===== config.mk =====
export PLATFORM = sky130hd
export DESIGN_NAME = cache_controller
export DESIGN_NICKNAME = d
export VERILOG_FILES = /design/src/rtl/cache_controller.sv
export SDC_FILE = /design/constraint.sdc
export NUM_CORES = 1
export LEC_CHECK = 0
export CAP_MARGIN = 30
export CELL_PAD_IN_SITES_DETAIL_PLACEMENT = 0
export CELL_PAD_IN_SITES_GLOBAL_PLACEMENT = 1
export CORE_ASPECT_RATIO = 0.75
export CORE_MARGIN = 2
export CORE_UTILIZATION = 30
export DETAILED_ROUTE_END_ITERATION = 12
export PLACE_DENSITY = 0.55
export SLEW_MARGIN = 20
export SYNTH_ARGS = -nofsm -noshare
export SYNTH_HDL_FRONTEND = slang
export SYNTH_SLANG_ARGS = --single-unit

===== constraint.sdc =====
create_clock -name iCLK -period 4.95 [get_ports iCLK]
set_input_delay 0.99 -clock iCLK [delete_from_list [all_inputs] [get_ports iCLK]]
set_output_delay 0.99 -clock iCLK [all_outputs]
set_load 0.05 [all_outputs]

===== src/rtl/cache_controller.sv =====
// Direct-mapped, write-back, write-allocate cache controller with tag/valid/dirty arrays.
// Data lines live in an external cache_data_memory; misses are served over a req/ack word bus.
module cache_controller #(
    parameter int unsigned ADDR_W   = 32,
    parameter int unsigned OFFSET_W = 2,
    parameter int unsigned IDX_W    = 5,
    parameter int unsigned DATA_W   = 32
) (
    input  logic              iCLK,
    input  logic              iRST_n,
    input  logic              cpu_req,
    input  logic              cpu_we,
    input  logic [ADDR_W-1:0] cpu_addr,
    input  logic [DATA_W-1:0] cpu_wdata,
    output logic [DATA_W-1:0] cpu_rdata,
    output logic              cpu_ready,
    output logic              data_we,
    output logic [IDX_W-1:0]  idx,
    output logic [DATA_W-1:0] data_block_in,
    input  logic [DATA_W-1:0] data_block_out,
    output logic              mem_req,
    output logic              mem_we,
    output logic [ADDR_W-1:0] mem_addr,
    output logic [DATA_W-1:0] mem_wdata,
    input  logic [DATA_W-1:0] mem_rdata,
    input  logic              mem_ack
);

    localparam int unsigned TAG_W  = ADDR_W - IDX_W - OFFSET_W;
    localparam int unsigned LINE_W = ADDR_W - OFFSET_W;
    localparam int unsigned LINES  = 1 << IDX_W;

    typedef enum logic [1:0] {
        IDLE      = 2'd0,
        COMPARE   = 2'd1,
        WRITEBACK = 2'd2,
        ALLOCATE  = 2'd3
    } state_e;

    state_e              state_q, state_d;
    logic [LINE_W-1:0]   req_line_q;
    logic                req_we_q;
    logic [DATA_W-1:0]   req_wdata_q;
    logic [LINES-1:0]    valid_q;
    logic [LINES-1:0]    dirty_q;
    logic [TAG_W-1:0]    tag_q [LINES];
    logic                alloc_gap_q;

    logic [TAG_W-1:0]    req_tag;
    logic [IDX_W-1:0]    req_idx;
    logic [TAG_W-1:0]    cur_tag;
    logic                hit;
    logic                set_dirty;
    logic                refill;
    logic                offset_unused;

    // Byte-offset bits never select anything: one line holds exactly one word.
    assign offset_unused = ^cpu_addr[OFFSET_W-1:0];

    assign req_tag = req_line_q[LINE_W-1 -: TAG_W];
    assign req_idx = req_line_q[IDX_W-1:0];
    assign cur_tag = tag_q[req_idx];
    assign hit     = valid_q[req_idx] && (cur_tag == req_tag);
    assign idx     = req_idx;

    // State, latched request and per-line status bits.
    always_ff @(posedge iCLK or negedge iRST_n) begin
        if (!iRST_n) begin
            state_q     <= IDLE;
            req_line_q  <= '0;
            req_we_q    <= 1'b0;
            req_wdata_q <= '0;
            valid_q     <= '0;
            dirty_q     <= '0;
            alloc_gap_q <= 1'b0;
        end else begin
            state_q     <= state_d;
            alloc_gap_q <= (state_q == WRITEBACK) && mem_ack;
            if ((state_q == IDLE) && cpu_req) begin
                req_line_q  <= cpu_addr[ADDR_W-1:OFFSET_W];
                req_we_q    <= cpu_we;
                req_wdata_q <= cpu_wdata;
            end
            if (set_dirty) begin
                dirty_q[req_idx] <= 1'b1;
            end
            if (refill) begin
                valid_q[req_idx] <= 1'b1;
                dirty_q[req_idx] <= 1'b0;
            end
        end
    end

    // Tags are only meaningful behind a set valid bit, so they need no reset.
    always_ff @(posedge iCLK) begin
        if (refill) begin
            tag_q[req_idx] <= req_tag;
        end
    end

    // Next-state and output decode.
    always_comb begin
        state_d       = state_q;
        cpu_rdata     = '0;
        cpu_ready     = 1'b0;
        data_we       = 1'b0;
        data_block_in = '0;
        mem_req       = 1'b0;
        mem_we        = 1'b0;
        mem_addr      = '0;
        mem_wdata     = '0;
        set_dirty     = 1'b0;
        refill        = 1'b0;

        case (state_q)
            IDLE: begin
                if (cpu_req) begin
                    state_d = COMPARE;
                end
            end
            COMPARE: begin
                if (hit) begin
                    cpu_ready = 1'b1;
                    state_d   = IDLE;
                    if (req_we_q) begin
                        data_we       = 1'b1;
                        data_block_in = req_wdata_q;
                        set_dirty     = 1'b1;
                    end else begin
                        cpu_rdata = data_block_out;
                    end
                end else if (valid_q[req_idx] && dirty_q[req_idx]) begin
                    state_d = WRITEBACK;
                end else begin
                    state_d = ALLOCATE;
                end
            end
            WRITEBACK: begin
                mem_req   = 1'b1;
                mem_we    = 1'b1;
                mem_addr  = {cur_tag, req_idx, OFFSET_W'(0)};
                mem_wdata = data_block_out;
                if (mem_ack) begin
                    state_d = ALLOCATE;
                end
            end
            ALLOCATE: begin
                // One idle cycle after a writeback ack separates the two memory requests.
                if (!alloc_gap_q) begin
                    mem_req  = 1'b1;
                    mem_addr = {req_tag, req_idx, OFFSET_W'(0)};
                    if (mem_ack) begin
                        data_we       = 1'b1;
                        data_block_in = mem_rdata;
                        refill        = 1'b1;
                        state_d       = COMPARE;
                    end
                end
            end
        endcase
    end

endmodule


==> results.md <==
* Final Worst Setup Slack at -0.957 ns
* Routed WL per cell at 29.1 µm
* Residual overflow from global routing at 0
* Largest net degree at the start of global routing at 79
* Total number of vias at 24,800
* Sort of element at the end of the critical path: primary output
* Relative slew slack at 35.2%
* Clock tree from TritonCTS: built
* Placed Cells incl. Taps at 4,490
* Cell area power density at 596 mW/mm²
* Row count at 113
* DR DRC count at 0
* Die height at 312 µm
* Worst-path clk slew at 0.07 ns
* Vias per cell at 5.24
* Antenna diode instance count at 0
* Total of warnings raised by yosys at 0
* Number of I/O port buffers at 265
* Pins over their slew limit at 0
* Highest clock rate at 169 MHz
* Longest Clk Path Bufs at 3
* Final worst clock skew at 0.0266 ns
* Number of buffers inserted by hold repair at cts at 0
* Sequential share of the synthesized area at 71.8%
* # nets final at 3,131
* Post-synthesis async set-or-reset flop share at 14.0%
* Number of enable flip-flop cells after synthesis at 800
* Worst R2R Setup Slack at 0.56 ns
* Startpoint class of the critical path: register
* Clock buffer count from CTS at 92
* Number of detailed-routing iterations run before antenna repair at 6
* Effective utilization at floorplan at 30.1%
* Minimum setup slack after placement at -0.977 ns
* Required time at the worst-slack endpoint at 3.96 ns
* Total core area at 0.126 mm²
* Violated checks: negative setup slack
* Class of the most critical hold timing path: in -> async
* Max Fanout on Critical Path at 15
* Area of the die at 0.130 mm²
* Critical path data arrival time at 4.92 ns
* # fillers at 11,400
* Register bit total from synthesis at 930
* Final wirelength at 138 mm
* Post-synthesis area per instance at 15.8 µm²
* Sink Count at 930
* Type of the worst setup path: reg -> out
* Estimated wirelength of the detail-placed design at 83.3 mm
* Area growth from synthesis to final layout at 37.0%
* Wire length of the first global-routing pass at 190 mm
* Critical Path Source: req_line_q[4]
* Number of global-route vias before repair at 25,100
* RR Endpoint: dirty_q[19]
* Max rail drop VDD at 0.000373 V
* Synth unique cells at 56
* Clock latency on the worst-skew pair at 0.69 ns
* Count of pins on the block boundary at 270
* Routed Antenna Nets at 0
* Startpoint of the worst-slack reg-to-reg timing path: req_line_q[0]
* Primary FF master, synth: edfxtp_1
* Measured slew at the worst slew-check pin at 0.972 ns
* Share of layout cells above drive strength 1 at 31.8%
* Root Buffer Master: clkbuf_16
* Final period utilization at 119%
* Static Leak at 19.0 nW
* Critical Path Sink: cpu_rdata[1]
* Outcome: finished with violations
* Netlist area before placement at 0.0380 mm²
* Unrepaired setup endpoints after global routing: yes
* Final Setup Violations at 66
* First-iteration detailed-routing DRC count at 2,324
* H-tree levels at 3
* Tmin final at 5.91 ns
* Routability congestion estimate from global placement at 0.862
* Number of standard cells in the final layout excluding fillers at 4,737
* Final standard cell utilization of the core at 41.3%
* Number of cell instances on the worst register-to-register path at 17
* Max-cap violations at 0
* Final Hold Vio Count at 0
* Die W at 415 µm
* Total routing usage reported by global routing at 20.8%
* Initial antenna violation count at 1
* Cell count after synthesis at 2,400
## critical path, cell delays in order, from the launching register on
cell and delay (ns):
dfrtp_1 0.44, or4b_4 0.66, buf_4 0.31, o22ai_1 0.29
nor4_4 0.07, buf_4 0.15, nand3_2 0.13, nand4_1 0.19
or4_4 0.56, or4_4 0.71, buf_6 0.21, nor4_4 0.26
buf_12 0.18
## repair_timing
item,CTS,global route
cloned,12,4
pin swaps,50,14
resized for setup,163,93
endpoints found under the setup margin,96,66
endpoints found under the hold margin,0,0
setup buffers,51,10
## through the flow
| stage | power, mW | hold WS (ns) | TNS, ns | instance area [µm²] |
|---|---|---|---|---|
| after CTS | 30.5 | 0.402 | -54.07 | 51300 |
| after global placement | 21.7 | 0.446 | -50.02 | 46300 |
| final | 31.0 | 0.398 | -53.81 | 52000 |
| after floorplan | 16.7 | 0.429 | -0.451 | 38600 |
| after global routing | 32.1 | 0.433 | -60.48 | 52000 |
| after detailed placement | 21.9 | 0.447 | -50.80 | 46400 |
## flip-flops by register name, summed over array words and instances (netlist names)
| name | flops |
|---|---|
| tag_q | 800 |
| req_we_q | 1 |
| valid_q | 32 |
| dirty_q | 32 |
| state_q | 2 |
| req_line_q | 30 |
| req_wdata_q | 32 |
| alloc_gap_q | 1 |
## layer usage
metal | global-route usage (%) | vias to the layer above | part of all wire [%]
li1 | - | 10600 | -
met1 | 28.7 | 12900 | 43
met2 | 32.9 | 1148 | 46
met3 | 4.90 | 188 | 8.2
met4 | 5.45 | 0 | 2.6
met5 | 0 | - | 0
## cells by family after synthesis
kind of cell / Yosys count / synth area share [%]
multiplexers: 479 / 13.4
buffers and inverters: 240 / 2.84
flip-flops: 930 / 71.8
XOR/XNOR: 1 / 0.0231
AO/OA/AOI/OAI: 371 / 5.99
AND/OR/NAND/NOR: 374 / 5.85
other: 1 / 0.00987
adder cells (fa/ha/maj): 4 / 0.132
## synthesized netlist by cell type, types with 6 or more instances
library cell | n | area (µm²)
a22o_1 | 7 | 61.3
clkbuf_1 | 50 | 188
a21oi_1 | 33 | 165
and3_1 | 12 | 75.1
edfxtp_1 | 800 | 24000
mux4_2 | 16 | 360
nand2_1 | 79 | 297
nand4_1 | 11 | 68.8
nand2b_1 | 14 | 87.6
or4_1 | 7 | 52.6
dfrtp_1 | 130 | 3250
nor4_2 | 29 | 363
o21ai_0 | 82 | 410
mux2i_1 | 400 | 4000
nor4_1 | 55 | 344
a22oi_1 | 8 | 60.1
mux2_2 | 63 | 709
nor2b_1 | 8 | 50.1
a21o_1 | 26 | 195
or2_2 | 19 | 119
inv_1 | 83 | 312
buf_4 | 10 | 75.1
buf_2 | 84 | 420
o22ai_1 | 200 | 1250
nand3_1 | 41 | 205
nand4bb_1 | 6 | 67.6
nor2_1 | 58 | 218
## worst min-delay path by stage
stage	slack [ns]	end	depth (start not counted)	from
2_1_floorplan	0.43	valid_q[10]	1	valid_q[10]
3_3_place_gp	0.45	valid_q[23]	1	valid_q[23]
3_5_place_dp	0.45	valid_q[31]	1	valid_q[31]
4_1_cts	0.40	req_wdata_q[18]	1	iRST_n
5_1_grt	0.43	req_wdata_q[7]	1	iRST_n
6_report	0.40	req_wdata_q[7]	1	iRST_n
## report_power, final
group,switching [mW],internal [mW]
combinational,7.44,5.79
sequential,0.461,10.0
clock,3.10,4.20
## cell type report
cell class | count | area (µm²) | share of cell area (%)
clock buffers | 119 | 2500 | 4.80
repair buffers | 654 | 7660 | 14.7
clock inverters | 51 | 598 | 1.15
well taps | 1667 | 2090 | 4.01
multi-input cells | 1231 | 11600 | 22.3
flip-flops and latches | 930 | 27300 | 52.4
inverters | 85 | 319 | 0.613
## placed cells by master (no fill, tap or decap), drive strengths merged, types with 19 or more instances in the layout
master	count
edfxtp	800
buf	470
mux2i	400
o22ai	201
clkdlybuf4s50	173
dfrtp	130
clkbuf	123
inv	89
nor4	84
o21ai	82
nand2	79
mux2	63
nor2	58
nand3	41
a21oi	33
clkinv	31
a21o	26
or2	19
No activity file was read; power rests on OpenSTA's default activity.
